--- config.mk ---
export PLATFORM = sky130hd
export DESIGN_NAME = rf_wb_queue
export DESIGN_NICKNAME = d
export VERILOG_FILES = /design/src/rtl/rf_wb_queue.sv
export SDC_FILE = /design/constraint.sdc
export NUM_CORES = 1
export LEC_CHECK = 0
export ABC_AREA = 1
export CAP_MARGIN = 10
export CORE_MARGIN = 5
export CORE_UTILIZATION = 35
export DETAILED_ROUTE_END_ITERATION = 8
export HOLD_SLACK_MARGIN = 0.03
export PLACE_DENSITY_LB_ADDON = 0.12
export REMOVE_ABC_BUFFERS = 1
export SKIP_CTS_REPAIR_TIMING = 1
export SYNTH_ARGS = -nofsm -noshare
export SYNTH_HDL_FRONTEND = slang
export SYNTH_SLANG_ARGS = --single-unit
--- constraint.sdc ---
create_clock -name clk -period 4.25 [get_ports clk]
set_input_delay 0.85 -clock clk [delete_from_list [all_inputs] [get_ports clk]]
set_output_delay 0.85 -clock clk [all_outputs]
set_load 0.05 [all_outputs]
--- src/rtl/rf_wb_queue.sv ---
// -----------------------------------------------------------------------------
// rf_wb_queue
//
// Write-back staging queue in front of the register file. Execute-stage results
// ({addr, data}) arrive over a valid/ready handshake and are buffered in a small
// circular FIFO. One entry per cycle drains into the register file through the
// shared write bus (rfIn) and a one-hot write-enable vector (regWrite). Entries
// that are queued but not yet committed are forwarded to the two operand read
// ports.
//
// Ports
//   clk        rising-edge clock shared with the register file
//   rst_n      asynchronous active-low reset
//   wbValid    upstream presents a result on wbAddr/wbData
//   wbReady    queue can accept this cycle (depends on registered state only)
//   wbAddr     destination register index
//   wbData     result value
//   flush      synchronous discard of every queued entry and of any push
//   rfStall    inhibit draining this cycle
//   regWrite   one-hot write enable, one bit per register
//   rfIn       write data bus to every register input
//   rdAddrA/B  operand read addresses
//   fwdHitA/B  a queued entry targets the read address
//   fwdDataA/B youngest queued value for that address (valid when hit)
//   count      current occupancy, 0..DEPTH
// -----------------------------------------------------------------------------
module rf_wb_queue #(
    parameter int BUS_WIDTH  = 16,
    parameter int NUM_REGS   = 8,
    parameter int ADDR_WIDTH = 3,
    parameter int DEPTH      = 4
) (
    input  logic                  clk,
    input  logic                  rst_n,
    input  logic                  wbValid,
    output logic                  wbReady,
    input  logic [ADDR_WIDTH-1:0] wbAddr,
    input  logic [BUS_WIDTH-1:0]  wbData,
    input  logic                  flush,
    input  logic                  rfStall,
    output logic [NUM_REGS-1:0]   regWrite,
    output logic [BUS_WIDTH-1:0]  rfIn,
    input  logic [ADDR_WIDTH-1:0] rdAddrA,
    input  logic [ADDR_WIDTH-1:0] rdAddrB,
    output logic                  fwdHitA,
    output logic [BUS_WIDTH-1:0]  fwdDataA,
    output logic                  fwdHitB,
    output logic [BUS_WIDTH-1:0]  fwdDataB,
    output logic [ADDR_WIDTH:0]   count
);

    localparam int                PTR_W   = $clog2(DEPTH);
    localparam logic [ADDR_WIDTH:0] DEPTH_C = (ADDR_WIDTH+1)'(DEPTH);

    // Pointer and occupancy state
    logic [PTR_W-1:0]      head_reg;
    logic [PTR_W-1:0]      tail_reg;
    logic [ADDR_WIDTH:0]   count_reg;
    logic [DEPTH-1:0]      vld_reg;
    logic [DEPTH-1:0]      vld_next;

    // Entry storage; contents are don't-care until the matching valid bit is set
    logic [ADDR_WIDTH-1:0] addr_mem [DEPTH];
    logic [BUS_WIDTH-1:0]  data_mem [DEPTH];

    logic                  push;
    logic                  pop;
    logic [ADDR_WIDTH-1:0] head_addr;
    logic [PTR_W-1:0]      scan_idx;

    // Ready looks only at registered occupancy: a full queue refuses a push
    // even when the head drains in the same cycle.
    assign wbReady   = (count_reg != DEPTH_C);
    assign push      = wbValid && wbReady && !flush;
    assign pop       = (count_reg != '0) && !rfStall && !flush;
    assign count     = count_reg;

    assign head_addr = addr_mem[head_reg];
    assign rfIn      = data_mem[head_reg];

    // One-hot write decode. An address at or beyond NUM_REGS matches no bit,
    // so such an entry is still popped but its write is silently dropped.
    genvar gi;
    generate
        for (gi = 0; gi < NUM_REGS; gi++) begin : g_we
            assign regWrite[gi] = pop && (head_addr == ADDR_WIDTH'(gi));
        end
    endgenerate

    // Valid bits track occupied slots so forwarding can skip stale storage.
    always_comb begin
        vld_next = vld_reg;
        if (pop)  vld_next[head_reg] = 1'b0;
        if (push) vld_next[tail_reg] = 1'b1;
    end

    always_ff @(posedge clk or negedge rst_n) begin
        if (!rst_n) begin
            head_reg  <= '0;
            tail_reg  <= '0;
            count_reg <= '0;
            vld_reg   <= '0;
        end else if (flush) begin
            // Collapse the queue onto the current tail; any push is ignored.
            head_reg  <= tail_reg;
            count_reg <= '0;
            vld_reg   <= '0;
        end else begin
            if (push) tail_reg <= tail_reg + PTR_W'(1);
            if (pop)  head_reg <= head_reg + PTR_W'(1);
            case ({push, pop})
                2'b10:   count_reg <= count_reg + 1'b1;
                2'b01:   count_reg <= count_reg - 1'b1;
                default: count_reg <= count_reg;
            endcase
            vld_reg <= vld_next;
        end
    end

    // Storage write port; no reset needed since valid bits gate every use.
    always_ff @(posedge clk) begin
        if (push) begin
            addr_mem[tail_reg] <= wbAddr;
            data_mem[tail_reg] <= wbData;
        end
    end

    // Forwarding scan from oldest (head) to youngest; a later match overrides
    // an earlier one so the entry closest to tail wins. The head entry being
    // written this cycle still counts as queued.
    always_comb begin
        fwdHitA  = 1'b0;
        fwdDataA = '0;
        fwdHitB  = 1'b0;
        fwdDataB = '0;
        scan_idx = head_reg;
        for (int k = 0; k < DEPTH; k++) begin
            scan_idx = head_reg + PTR_W'(k);
            if (vld_reg[scan_idx] && (addr_mem[scan_idx] == rdAddrA)) begin
                fwdHitA  = 1'b1;
                fwdDataA = data_mem[scan_idx];
            end
            if (vld_reg[scan_idx] && (addr_mem[scan_idx] == rdAddrB)) begin
                fwdHitB  = 1'b1;
                fwdDataB = data_mem[scan_idx];
            end
        end
        // Entries being discarded this cycle are no longer visible.
        if (flush) begin
            fwdHitA = 1'b0;
            fwdHitB = 1'b0;
        end
    end

endmodule

Word level (Yosys, flattened, before mapping). Memory sizes are Yosys's and may differ from the RTL's. Index checks and enable logic that the tools add are counted. Widths: inputs -> output; s select.

Register bits after elaboration: 12. RAM bits: 76. Input bits: 30. Output and inout port bits: 63. Logic and storage cells: 109. Memories kept: 2.

Add/subtract/negate cells: 6. $lt $le $gt $ge: 7. Equal/unequal tests: 18. Multiplexer cells: 39. Bitwise gates (word level): 4. Reduce and logical (&&, ||, !) cells: 29.

Memories: data_mem (words 4, width 16, read ports 4, clocked after Yosys merged registers in 0, write ports 1, RTL line 64) `logic [BUS_WIDTH-1:0] data_mem [DEPTH];`; addr_mem (words 4, width 3, read ports 4, clocked after Yosys merged registers in 0, write ports 1, RTL line 63) `logic [ADDR_WIDTH-1:0] addr_mem [DEPTH];`.

Operators by type and width (count): $mux 16 (8); $eq 3x3->1 (8); $logic_and 1x1->1 (22); $mux 1 (18); $mux 4 (4); $lt 2x3->1 const B (5); $eq 3x3->1 const B (4); $bmux 1 s2 (4); $pmux 4 s2 (1); $eq 3x2->1 const B (2); $add 2x1->2 const B (2); $add 2x2->2 const B (2); $add 4x1->4 const B (1); $and 4x4->4 (1); $demux 1 s2 (2); $ge 2x1->1 const B (2); $mux 2 (2); $ne 4x3->1 const B (1); $not 4->4 (1); $or 4x4->4 (1); $reduce_bool 4->1 (1); $sub 4x1->4 const B (1); $eq 3x1->1 const B (1); $logic_not 3->1 (1); other kinds (7) (8).

Depth between registers and ports, before layout.
Word-level depth: 10. Gate-level depth with buffers: 18. Depth with buffers taken out: 14.

Least setup slack after synthesis. OpenSTA, ideal clock, no wires.

Path kind: flip-flop to output port. From: register head_reg[0]. To: output port fwdDataA[14]. Arrival time: 3181 ps. Required time: 3400 ps. Path slack: 219 ps. Cell stages (with the launch flop): 18. Buffers on the path: 6. Cell sequence: dfrtp_1 > buf_6 > inv_8 > buf_8 > buf_2 > buf_2 > ha_1 > inv_2 > buf_2 > nand3_1 > nand3_1 > nand2_1 > nor2_4 > nand2_4 > buf_6 > nand2_1 > nand2_1 > a21oi_1.

Word-level cells in the longest chain between the ends: 7.

RTL lines: from (decl) (RTL line 56) `logic [PTR_W-1:0] head_reg;`; from (signal assigned) (RTL line 105) `head_reg <= tail_reg;`; from (signal assigned) (RTL line 110) `if (pop) head_reg <= head_reg + PTR_W'(1);`; $add 2x1->2 (tied with other cells) (RTL line 138) `scan_idx = head_reg + PTR_W'(k);`; $mem_v2 4x3 (tied with other cells); $eq 3x3->1 (tied with other cells) (RTL line 139) `if (vld_reg[scan_idx] && (addr_mem[scan_idx] == rdAddrA)) begin`; $logic_and 1x1->1 or $mux 16 (tied branches) (RTL line 139); $mux 16 (2 in a row) (RTL line 139); $mux 16 (*) (RTL line 139); to (decl) (RTL line 46) `output logic [BUS_WIDTH-1:0] fwdDataA,`.

Every way passes the cells marked *; elsewhere a longest branch is shown, timed or not. The select of a mux whose other input is x is not followed.

Final worst setup path.
From: register head_reg[0]. To: output port fwdDataA[11].

Same word-level chain as after synthesis.

==> key figures <==
Status
  – Status: complete, no violations

Pwr
  – Sequential share of power: 16.4%
  – Cell area power density: 805.1 nW/um^2
  – Peak VDD IR: 378.0 uV
  – Sw frac: 55.25%
  – Combinational power share: 71.7%
  – Psw: 3.869 mW
  – Clock share of power: 12.0%
  – LEAKAGE: 4.069 nW
  – Power Internal: 3.134 mW

GRT
  – Largest net degree at the start of global routing: 90
  – Vias in the first global route: 6368
  – Overflow after GRT: 0
  – Total track usage: 18.88%
  – Initial antenna violation count: 0
  – Global-route wire length before repair: 35.10 mm

Clock network
  – Clk root buf: clkbuf_16
  – Clk Latency, worst-skew pair: 0.34 ns
  – CTS Buf Count: 9
  – TritonCTS clock tree: built
  – Number of H-tree levels: 3
  – Clock sinks: 88
  – Clk buf depth: 2
  – Clock Pin Slew Worst Setup and Hold Paths: 0.06 ns

Timing
  – Final worst setup slack: 0.2453 ns
  – Min cycle time layout: 4.005 ns
  – Final Hold Fails: 0
  – Max Slew Vio Count: 0
  – Max Clock Skew: 0.008821 ns
  – Unrepaired setup endpoints after global routing: no
  – Slew @ Worst Pin: 0.5726 ns
  – Final period utilization: 94.23%
  – Setup tns final: 0 ns
  – Final setup violation count: 0
  – Fmax: 249.7 MHz
  – Worst relative slew slack: 61.71%

Yosys
  – Commonest cells in the netlist: nand2_1, nand3_1, inv_1, edfxtp_1, o21ai_0
  – Syn Std Cell Area: 7163 um^2
  – Yosys Warn Count: 0
  – Cell taking the most area after synthesis: edfxtp_1
  – Post-Syn Area per Cell: 7.177 um^2
  – Number of synthesized register bits: 88
  – Ranking of synthesized cells by area: edfxtp_1, nand2_1, nand3_1
  – Gate Count Post-Synth: 998
  – Synth top area share: 31.86%
  – FFs w/ async S/R, synth: 13.64%
  – Sequential cell area fraction in the yosys report: 36.05%
  – EDFF count, synth: 76
  – Most frequent cell after synthesis: nand2_1
  – Synth Flop Type: edfxtp_1
  – Distinct cells, synth: 37

Setup path
  – CP Max Fanout: 29
  – Crit end category: output pin
  – Critical path class: flip-flop to output pin
  – CP Data Arrival Time: 3.15 ns
  – Req. time, crit path: 3.40 ns
  – CP Launch Type: flip-flop

Floorplan
  – Cell Rows: 52
  – Top Ports: 93
  – Die X: 153.1 um
  – Die height: 153.1 um
  – Initial Util: 35.51%
  – Die area: 23430 um^2
  – Core Region: 20170 um^2

Cells and area
  – Share of cells above drive strength 1: 14.54%
  – Top reg by flops: data_mem
  – P&R area growth vs syn: 21.43%
  – Register area: 2586 um^2
  – Number of flip-flops in the largest register: 64
  – N_diodes: 0
  – Fill count: 2120
  – Area of the multi-input gates: 3846 um^2
  – Nets: 1115
  – Largest regs: data_mem: 64 flops, addr_mem: 12 flops
  – Utilization after layout: 43.13%

Placed design
  – Input/output buffers: 92
  – Gpl congestion: 0.8951
  – Pre-CTS setup slack: 0.4950 ns
  – Dpl hpwl: 15.37 mm

Drt
  – 1st-pass router iterations: 5
  – Vias: 6766
  – Number of vias per cell: 5.012
  – Starting DRT DRC Count: 451
  – Drt drc: 0
  – WL/cell: 16.55 um
  – Remaining antenna violation count after routing: 0
  – Final WL: 22.35 mm

Min path
  – Hold Path Class: flip-flop to flip-flop

Run
  – Maxcap violations: 0
final timing paths:
| check | start | end | slack (ns) | cells after the start |
|---|---|---|---|---|
| min | count[3] | count[3] | 0.54 | 2 |
| min reg2reg | count[3] | count[3] | 0.54 | 2 |
| min in group asynchronous | rst_n | tail_reg[1] | 0.87 | 1 |
| max reg2reg | count[0] | count[2] | 2.10 | 13 |
| max in group asynchronous | rst_n | head_reg[0] | 2.95 | 1 |
| max | head_reg[0] | fwdDataA[11] | 0.25 | 16 |
power by group through the flow:
stage | clock [mW] | sequential [mW] | combinational [mW]
floorplan | 0 | 1.33 | 3.13
global placement | 0 | 1.16 | 5.01
detailed placement | 0 | 1.16 | 5.01
CTS | 0.857 | 1.15 | 5.02
global route | 0.903 | 1.16 | 5.47
finish | 0.839 | 1.15 | 5.02
critical path, cell delays in order, from the launching register on:
cell and delay (ns):
dfrtp_4 0.52, inv_8 0.15, ha_1 0.27, inv_2 0.21, buf_6 0.27, nand3_2 0.13
nand2_1 0.10, nand2_1 0.05, nand2_1 0.12, nor2_4 0.05, buf_4 0.20, nand3_1 0.08
nand2_1 0.05, inv_1 0.05, nand2_1 0.05, a21oi_1 0.30, buf_12 0.19
through the flow:
| step | cells | total power, mW | cell area, um^2 | hold WS (ns) |
|---|---|---|---|---|
| floorplan | 949 | 4.457 | 6814 | 0.4892 |
| detailed placement | 1334 | 6.173 | 8382 | 0.5231 |
| global route | 1350 | 7.533 | 8698 | 0.5855 |
| global placement | 1334 | 6.166 | 8382 | 0.5155 |
| CTS | 1350 | 7.026 | 8695 | 0.5384 |
| finish | 1350 | 7.003 | 8698 | 0.5412 |
cells by family after synthesis:
group | after synthesis | synth area share (%)
AO/OA/AOI/OAI | 110 | 8.297
XOR/XNOR | 7 | 0.8559
adder cells (fa/ha/maj) | 10 | 1.747
buffers and inverters | 149 | 10.25
flip-flops | 88 | 36.05
multiplexers | 32 | 4.472
AND/OR/NAND/NOR | 602 | 38.32
cells in the final DEF, fill, tap and decap left out, types with 2 or more instances in the layout:
| master | count |
|---|---|
| a21oi_1 | 13 |
| a21oi_2 | 3 |
| buf_12 | 22 |
| buf_4 | 57 |
| bufinv_16 | 2 |
| clkbuf_16 | 9 |
| clkdlybuf4s50_1 | 35 |
| clkinv_1 | 3 |
| dfrtp_1 | 11 |
| edfxtp_1 | 76 |
| ha_1 | 10 |
| inv_1 | 90 |
| inv_2 | 7 |
| mux2i_1 | 32 |
| nand2_1 | 370 |
| nand2_2 | 12 |
| nand2_4 | 4 |
| nand3_1 | 120 |
| nand3_2 | 8 |
| nand3b_1 | 29 |
| nor2_1 | 33 |
| nor2_2 | 3 |
| nor2_4 | 8 |
| o21ai_0 | 73 |
| o21ai_1 | 16 |
| o221ai_1 | 2 |
| or2_2 | 13 |
| xor2_1 | 6 |
cell type report:
type | instances | share of cell area, %
Multi-Input combinational cell | 761 | 44.22
Sequential cell | 88 | 29.73
Timing Repair Buffer | 115 | 14.14
Inverter | 100 | 4.430
Tap cell | 270 | 3.884
Clock buffer | 10 | 2.632
Clock inverter | 6 | 0.9638
routing by layer:
metal | part of all wire, % | GRT usage (%) | up-vias
met3 | 5.7 | 3.082 | 34
met5 | 0 | 0 | -
li1 | - | - | 3409
met4 | 2.2 | 5.897 | 0
met2 | 45 | 29.92 | 210
met1 | 47 | 26.49 | 3113
Note: power is estimated with default switching activity, not from simulation.
